`config.mk`:
```
export PLATFORM = sky130hd
export DESIGN_NAME = mem_arbiter
export DESIGN_NICKNAME = d
export VERILOG_FILES = /design/src/rtl/mem_arbiter.sv
export SDC_FILE = /design/constraint.sdc
export NUM_CORES = 1
export LEC_CHECK = 0
export CAP_MARGIN = 10
export CELL_PAD_IN_SITES_DETAIL_PLACEMENT = 2
export CELL_PAD_IN_SITES_GLOBAL_PLACEMENT = 2
export CORE_AREA = 2 2 293 295
export CTS_CLUSTER_DIAMETER = 150
export DETAILED_ROUTE_END_ITERATION = 8
export DIE_AREA = 0 0 295 297
export MAX_ROUTING_LAYER = met4
export PLACE_DENSITY = 0.57
export SETUP_SLACK_MARGIN = 0.5
export SYNTH_ARGS = -nofsm -noshare
export SYNTH_HDL_FRONTEND = slang
export SYNTH_SLANG_ARGS = --single-unit
```
`constraint.sdc`:
```
create_clock -name clk -period 2.23 [get_ports clk]
set_input_delay 0.446 -clock clk [delete_from_list [all_inputs] [get_ports clk]]
set_output_delay 0.446 -clock clk [all_outputs]
set_load 0.05 [all_outputs]
```
`src/rtl/mem_arbiter.sv`:
```
// mem_arbiter
//   Shares the single main-memory port between the instruction cache (IC)
//   and the data cache (DC).
//
//   Each transaction runs arbitrate -> issue -> wait -> respond, and only
//   one transaction is in flight at a time. By default DC always beats IC
//   when both ask in the same cycle.
//
//   Optional feature: define MEM_ARB_ROUND_ROBIN_EN to break ties by
//   alternating ports. A 1-bit last-owner register, which resets to IC,
//   decides the tie, so DC wins the first tie after reset.
//
// Ports
//   clk, reset      rising-edge clock; synchronous active-high reset
//   ic_req_*        IC line-fill request (read only)
//   ic_grant        IC owns the memory port (registered)
//   ic_resp_*       one-cycle fill-data pulse towards IC
//   dc_req_*        DC fill (rw=0) or write-back (rw=1) request
//   dc_grant        DC owns the memory port (registered)
//   dc_resp_*       one-cycle fill-data or write-ack pulse towards DC
//                   (data is 0 on a write ack)
//   mem_req_*       request towards memory, driven from latched fields
//   mem_req_ready   memory accepts the request this cycle
//   mem_resp_*      memory read data or write ack
module mem_arbiter #(
  parameter int ADDR_W = 32,
  parameter int LINE_W = 128
) (
  input  logic              clk,
  input  logic              reset,
  input  logic              ic_req_valid,
  input  logic [ADDR_W-1:0] ic_req_addr,
  output logic              ic_grant,
  output logic              ic_resp_valid,
  output logic [LINE_W-1:0] ic_resp_data,
  input  logic              dc_req_valid,
  input  logic              dc_req_rw,
  input  logic [ADDR_W-1:0] dc_req_addr,
  input  logic [LINE_W-1:0] dc_req_data,
  output logic              dc_grant,
  output logic              dc_resp_valid,
  output logic [LINE_W-1:0] dc_resp_data,
  output logic              mem_req_valid,
  output logic              mem_req_rw,
  output logic [ADDR_W-1:0] mem_req_addr,
  output logic [LINE_W-1:0] mem_req_data,
  input  logic              mem_req_ready,
  input  logic              mem_resp_valid,
  input  logic [LINE_W-1:0] mem_resp_data
);

  typedef enum logic [1:0] {S_IDLE, S_ISSUE, S_WAIT} state_t;
  typedef enum logic [1:0] {OWN_NONE, OWN_IC, OWN_DC} owner_t;

  state_t              state_q;
  owner_t              owner_q;
  logic                rw_q;
  logic [ADDR_W-1:0]   addr_q;
  logic [LINE_W-1:0]   wdata_q;
  logic                ic_grant_q;
  logic                dc_grant_q;
  logic                req_valid_q;
  logic                win_dc;
  logic                resp_fire;

`ifdef MEM_ARB_ROUND_ROBIN_EN
  // Set when DC owned the most recently completed transaction.
  logic                last_dc_q;
  // On a tie, the port that did not go last wins. A lone requester
  // always wins.
  assign win_dc = dc_req_valid && (!ic_req_valid || !last_dc_q);
`else
  assign win_dc = dc_req_valid;
`endif

  // Memory responses only count while waiting. Responses in IDLE or ISSUE
  // are stray traffic, and so is a response that arrives after a reset
  // aborted its transaction.
  assign resp_fire = (state_q == S_WAIT) && mem_resp_valid;

  always_ff @(posedge clk) begin
    if (reset) begin
      state_q     <= S_IDLE;
      owner_q     <= OWN_NONE;
      rw_q        <= 1'b0;
      addr_q      <= '0;
      wdata_q     <= '0;
      ic_grant_q  <= 1'b0;
      dc_grant_q  <= 1'b0;
      req_valid_q <= 1'b0;
`ifdef MEM_ARB_ROUND_ROBIN_EN
      last_dc_q   <= 1'b0;
`endif
    end else begin
      case (state_q)
        S_IDLE: begin
          if (dc_req_valid || ic_req_valid) begin
            if (win_dc) begin
              owner_q    <= OWN_DC;
              rw_q       <= dc_req_rw;
              addr_q     <= dc_req_addr;
              // Fills carry no payload. Zero the payload so no stale
              // data leaks onto the bus.
              wdata_q    <= dc_req_rw ? dc_req_data : '0;
              dc_grant_q <= 1'b1;
            end else begin
              owner_q    <= OWN_IC;
              rw_q       <= 1'b0;
              addr_q     <= ic_req_addr;
              wdata_q    <= '0;
              ic_grant_q <= 1'b1;
            end
            req_valid_q <= 1'b1;
            state_q     <= S_ISSUE;
          end
        end
        S_ISSUE: begin
          if (mem_req_ready) begin
            req_valid_q <= 1'b0;
            state_q     <= S_WAIT;
          end
        end
        S_WAIT: begin
          if (mem_resp_valid) begin
            // The grant stays high through the response cycle and
            // drops in the following IDLE cycle.
            state_q    <= S_IDLE;
            owner_q    <= OWN_NONE;
            ic_grant_q <= 1'b0;
            dc_grant_q <= 1'b0;
`ifdef MEM_ARB_ROUND_ROBIN_EN
            last_dc_q  <= (owner_q == OWN_DC);
`endif
          end
        end
        default: begin
          state_q     <= S_IDLE;
          owner_q     <= OWN_NONE;
          ic_grant_q  <= 1'b0;
          dc_grant_q  <= 1'b0;
          req_valid_q <= 1'b0;
        end
      endcase
    end
  end

  assign ic_grant      = ic_grant_q;
  assign dc_grant      = dc_grant_q;

  assign mem_req_valid = req_valid_q;
  assign mem_req_rw    = rw_q;
  assign mem_req_addr  = addr_q;
  assign mem_req_data  = wdata_q;

  // The response is returned in the same cycle memory presents it.
  // IC only ever reads. A DC write ack returns zero data.
  assign ic_resp_valid = resp_fire && (owner_q == OWN_IC);
  assign ic_resp_data  = ic_resp_valid ? mem_resp_data : '0;
  assign dc_resp_valid = resp_fire && (owner_q == OWN_DC);
  assign dc_resp_data  = (dc_resp_valid && !rw_q) ? mem_resp_data : '0;

endmodule

```
==> impl_metrics.env <==
export IMPL_most_common_layout_cells="clkdlybuf4s50_1 (323), buf_12 (278), and2_4 (232)"
export IMPL_drt_iter0_drc=234
export IMPL_tns_ps=-71710
export IMPL_outcome="finished, violations left"
export IMPL_start_util_pct=9.252
export IMPL_relSlewSlack_pct=62.61
export IMPL_drtAntennaViolNets=0
export IMPL_multiInputGateArea_sq_um=4462
export IMPL_vias=9247
export IMPL_vias_per_cell=3.400
export IMPL_htreeDepth=4
export IMPL_crit_family="buffers and inverters"
export IMPL_gp_congestion=0.8389
export IMPL_drive_gt1_share_pct=55.93
export IMPL_placed_area_sq_um=19700
export IMPL_synthArstFlopShare_pct=0
export IMPL_clock_skew_ps=15.17
export IMPL_grt_first_pass_wirelength_mm=81.85
export IMPL_critPathLaunchType="flip-flop"
export IMPL_synthesis_nets=1093
export IMPL_clk_path_buf_depth=2
export IMPL_setup_viol=257
export IMPL_final_design_area_no_fill_sq_um=20900
export IMPL_setup_worst_path_start="state_q[0]"
export IMPL_crit_end="ic_resp_data[125]"
export IMPL_grt_max_degree=41
export IMPL_drt_pass1_iter_count=4
export IMPL_dieWidth_um=295
export IMPL_die_h_um=297
export IMPL_endpoint_kind="primary output"
export IMPL_finalWirelength_mm=63.86
export IMPL_die_area_sq_um=87620
export IMPL_grt_overflow=0
export IMPL_crit_buf_inv=5
export IMPL_power_density_nw_per_um2=407.3
export IMPL_ys_ff_latch=168
export IMPL_synth_edff_count=0
export IMPL_worstPathRequired_ps=1780
export IMPL_area_growth_pct=167.4
export IMPL_clock_sinks=168
export IMPL_ys_flop_type="dfxtp_1"
export IMPL_arrival_ps=2130
export IMPL_clockRootBuffer="clkbuf_16"
export IMPL_fmax_mhz=388.5
export IMPL_layout_commonest_cell="clkdlybuf4s50_1"
export IMPL_ir_drop_mv=0.5410
export IMPL_path_clk_slew_ps=80
export IMPL_nFillCells=9183
export IMPL_cts_buffers=17
export IMPL_ys_warn_count=0
export IMPL_worstSetupPathType="flip-flop to primary output"
export IMPL_cap_viol_max_count=0
export IMPL_cp_slowest_stage_delay_ps=330
export IMPL_power_leakage_nw=9.063
export IMPL_cpMaxStageDelayCell="dfxtp_2"
export IMPL_netlist_instances=766
export IMPL_min_period_ps=2574
export IMPL_dpl_hpwl_mm=51.36
export IMPL_worstSkewPairLatency_ps=460
export IMPL_seq_area_sq_um=3366
export IMPL_cts_tree="done"
export IMPL_r2r_start="state_q[1]"
export IMPL_io_buffers=748
export IMPL_worst_pin_slew_ps=559.9
export IMPL_cp_max_fo=7
export IMPL_cp_num_cells=8
export IMPL_hold_class="input port to flip-flop"
export IMPL_drc_errors=0
export IMPL_failed_checks="negative setup slack"
export IMPL_drv_slew=0
export IMPL_core_sq_um=84480
export IMPL_final_hold_viol_count=0
export IMPL_grtUsageTotal_pct=13.73
export IMPL_first_global_vias=10212
export IMPL_rsz0062_at_grt="true"
export IMPL_antenna_found_initial=27
export IMPL_r2r_end="mem_req_data[89]"
export IMPL_wl_per_cell_um=23.48
export IMPL_holdWs_ps=390.7
export IMPL_fin_ws_ps=-344.0
export IMPL_syn_area_sq_um=7816
export IMPL_rows=107
export IMPL_nNetsFinal=1874
export IMPL_crit_path_cell_trace="nand3b_4, buf_6, nor3b_4, buf_12, clkbuf_16, clkbuf_16, and2_4, buf_12"
export IMPL_synth_distinct_cells=36
export IMPL_ios=749
export IMPL_r2r_slack_ps=570
export IMPL_synth_yosys_seq_area_share_pct=43.03
export IMPL_rr_worst_depth=6
export IMPL_finalCritPeriodShare_pct=115.4
export IMPL_cts_hold_buf=0
export IMPL_avgSynthCellArea_sq_um=10.20
synth_stat cells (3+ instances only):
library cell,count,share of area [%]
nand3_1,3,0.19
nand2_1,4,0.19
nor2_1,5,0.24
a21oi_1,38,2.4
a22o_1,28,3.1
mux2i_1,32,4.1
dfxtp_1,168,43
inv_1,3,0.14
o21ai_0,3,0.19
buf_6,10,1.4
clkbuf_1,12,0.58
buf_12,11,2.8
a211oi_1,32,3.1
and2_1,256,20
buf_2,9,0.58
buf_4,11,1.1
clkbuf_2,23,1.5
a22o_2,100,13
power breakdown:
group / internal (mW) / switching [mW] / leakage (nW)
Clock: 1.50 / 1.44 / 0.271
Sequential: 3.17 / 0.101 / 1.37
Combinational: 0.994 / 1.30 / 7.42
final cells by class:
type                       instances  area share, %
multi-input combinational        518          21.35
sequential                       168          16.10
clock inverter                    11         0.5028
antenna                           17         0.2035
inverter                           3        0.05387
tap                             1144          6.848
timing repair buffer             839          52.81
clock buffer                      20          2.137
sequential cells by signal (all words and copies together), names as in the netlist:
register / count
dc_grant: 1
state_q: 2
mem_req_valid: 1
mem_req_data: 128
mem_req_rw: 1
ic_grant: 1
mem_req_addr: 32
owner_q: 2
stage by stage:
stage	util [%]	total power, mW	instances	setup WS, ps
2_1_floorplan	-	4.430	766	307.8
3_3_place_gp	23.32	5.708	2630	-371.5
3_5_place_dp	23.32	5.739	2630	-463.2
4_1_cts	24.41	8.804	2676	-439.2
5_1_grt	24.73	8.914	2715	-459.5
6_report	24.74	8.513	2720	-344.0
worst reg2reg max path: stages, from the launching register on:
cell and delay [ps]:
dfxtp_2 340, buf_4 160, or2_4 280, nor3_4 180
buf_12 190, buf_12 240, a22o_2 200
repair_timing:
item | in CTS | in global routing
pin swaps | 13 | 17
setup endpoints to repair | 444 | 449
gates cloned | 5 | 21
resized for setup | 61 | 380
setup buffers | 10 | 6
logic make-up (layout without fill, tap and decap cells):
kind of cell / after synthesis / after routing / share of synthesized area [%]
buffers and inverters: 80 / 873 / 8.132
flip-flops: 168 / 168 / 43.03
other: 0 / 17 / 0
AND/OR/NAND/NOR: 279 / 279 / 22.52
AO/OA/AOI/OAI: 207 / 207 / 22.22
multiplexers: 32 / 32 / 4.098
layer usage:
metal  up-vias  part of all wire, %  GRT usage, %
met5         -                    0             -
met4         0                  2.6         4.653
met3        66                  7.0         3.938
met2       418                   54         25.35
met1      4498                   36         13.67
li1       4265                    -             -
worst min-delay path by stage:
stage	start	endpoint	slack, ps	depth (start not counted)
after floorplan	owner_q[0]	owner_q[0]	530	2
after global placement	mem_req_data[98]	mem_req_data[98]	460	1
after detailed placement	mem_req_data[101]	mem_req_data[101]	460	1
after CTS	reset	state_q[1]	360	2
after global routing	reset	state_q[1]	410	2
final	reset	state_q[1]	390	2
Note: power is estimated with default switching activity, not from simulation.
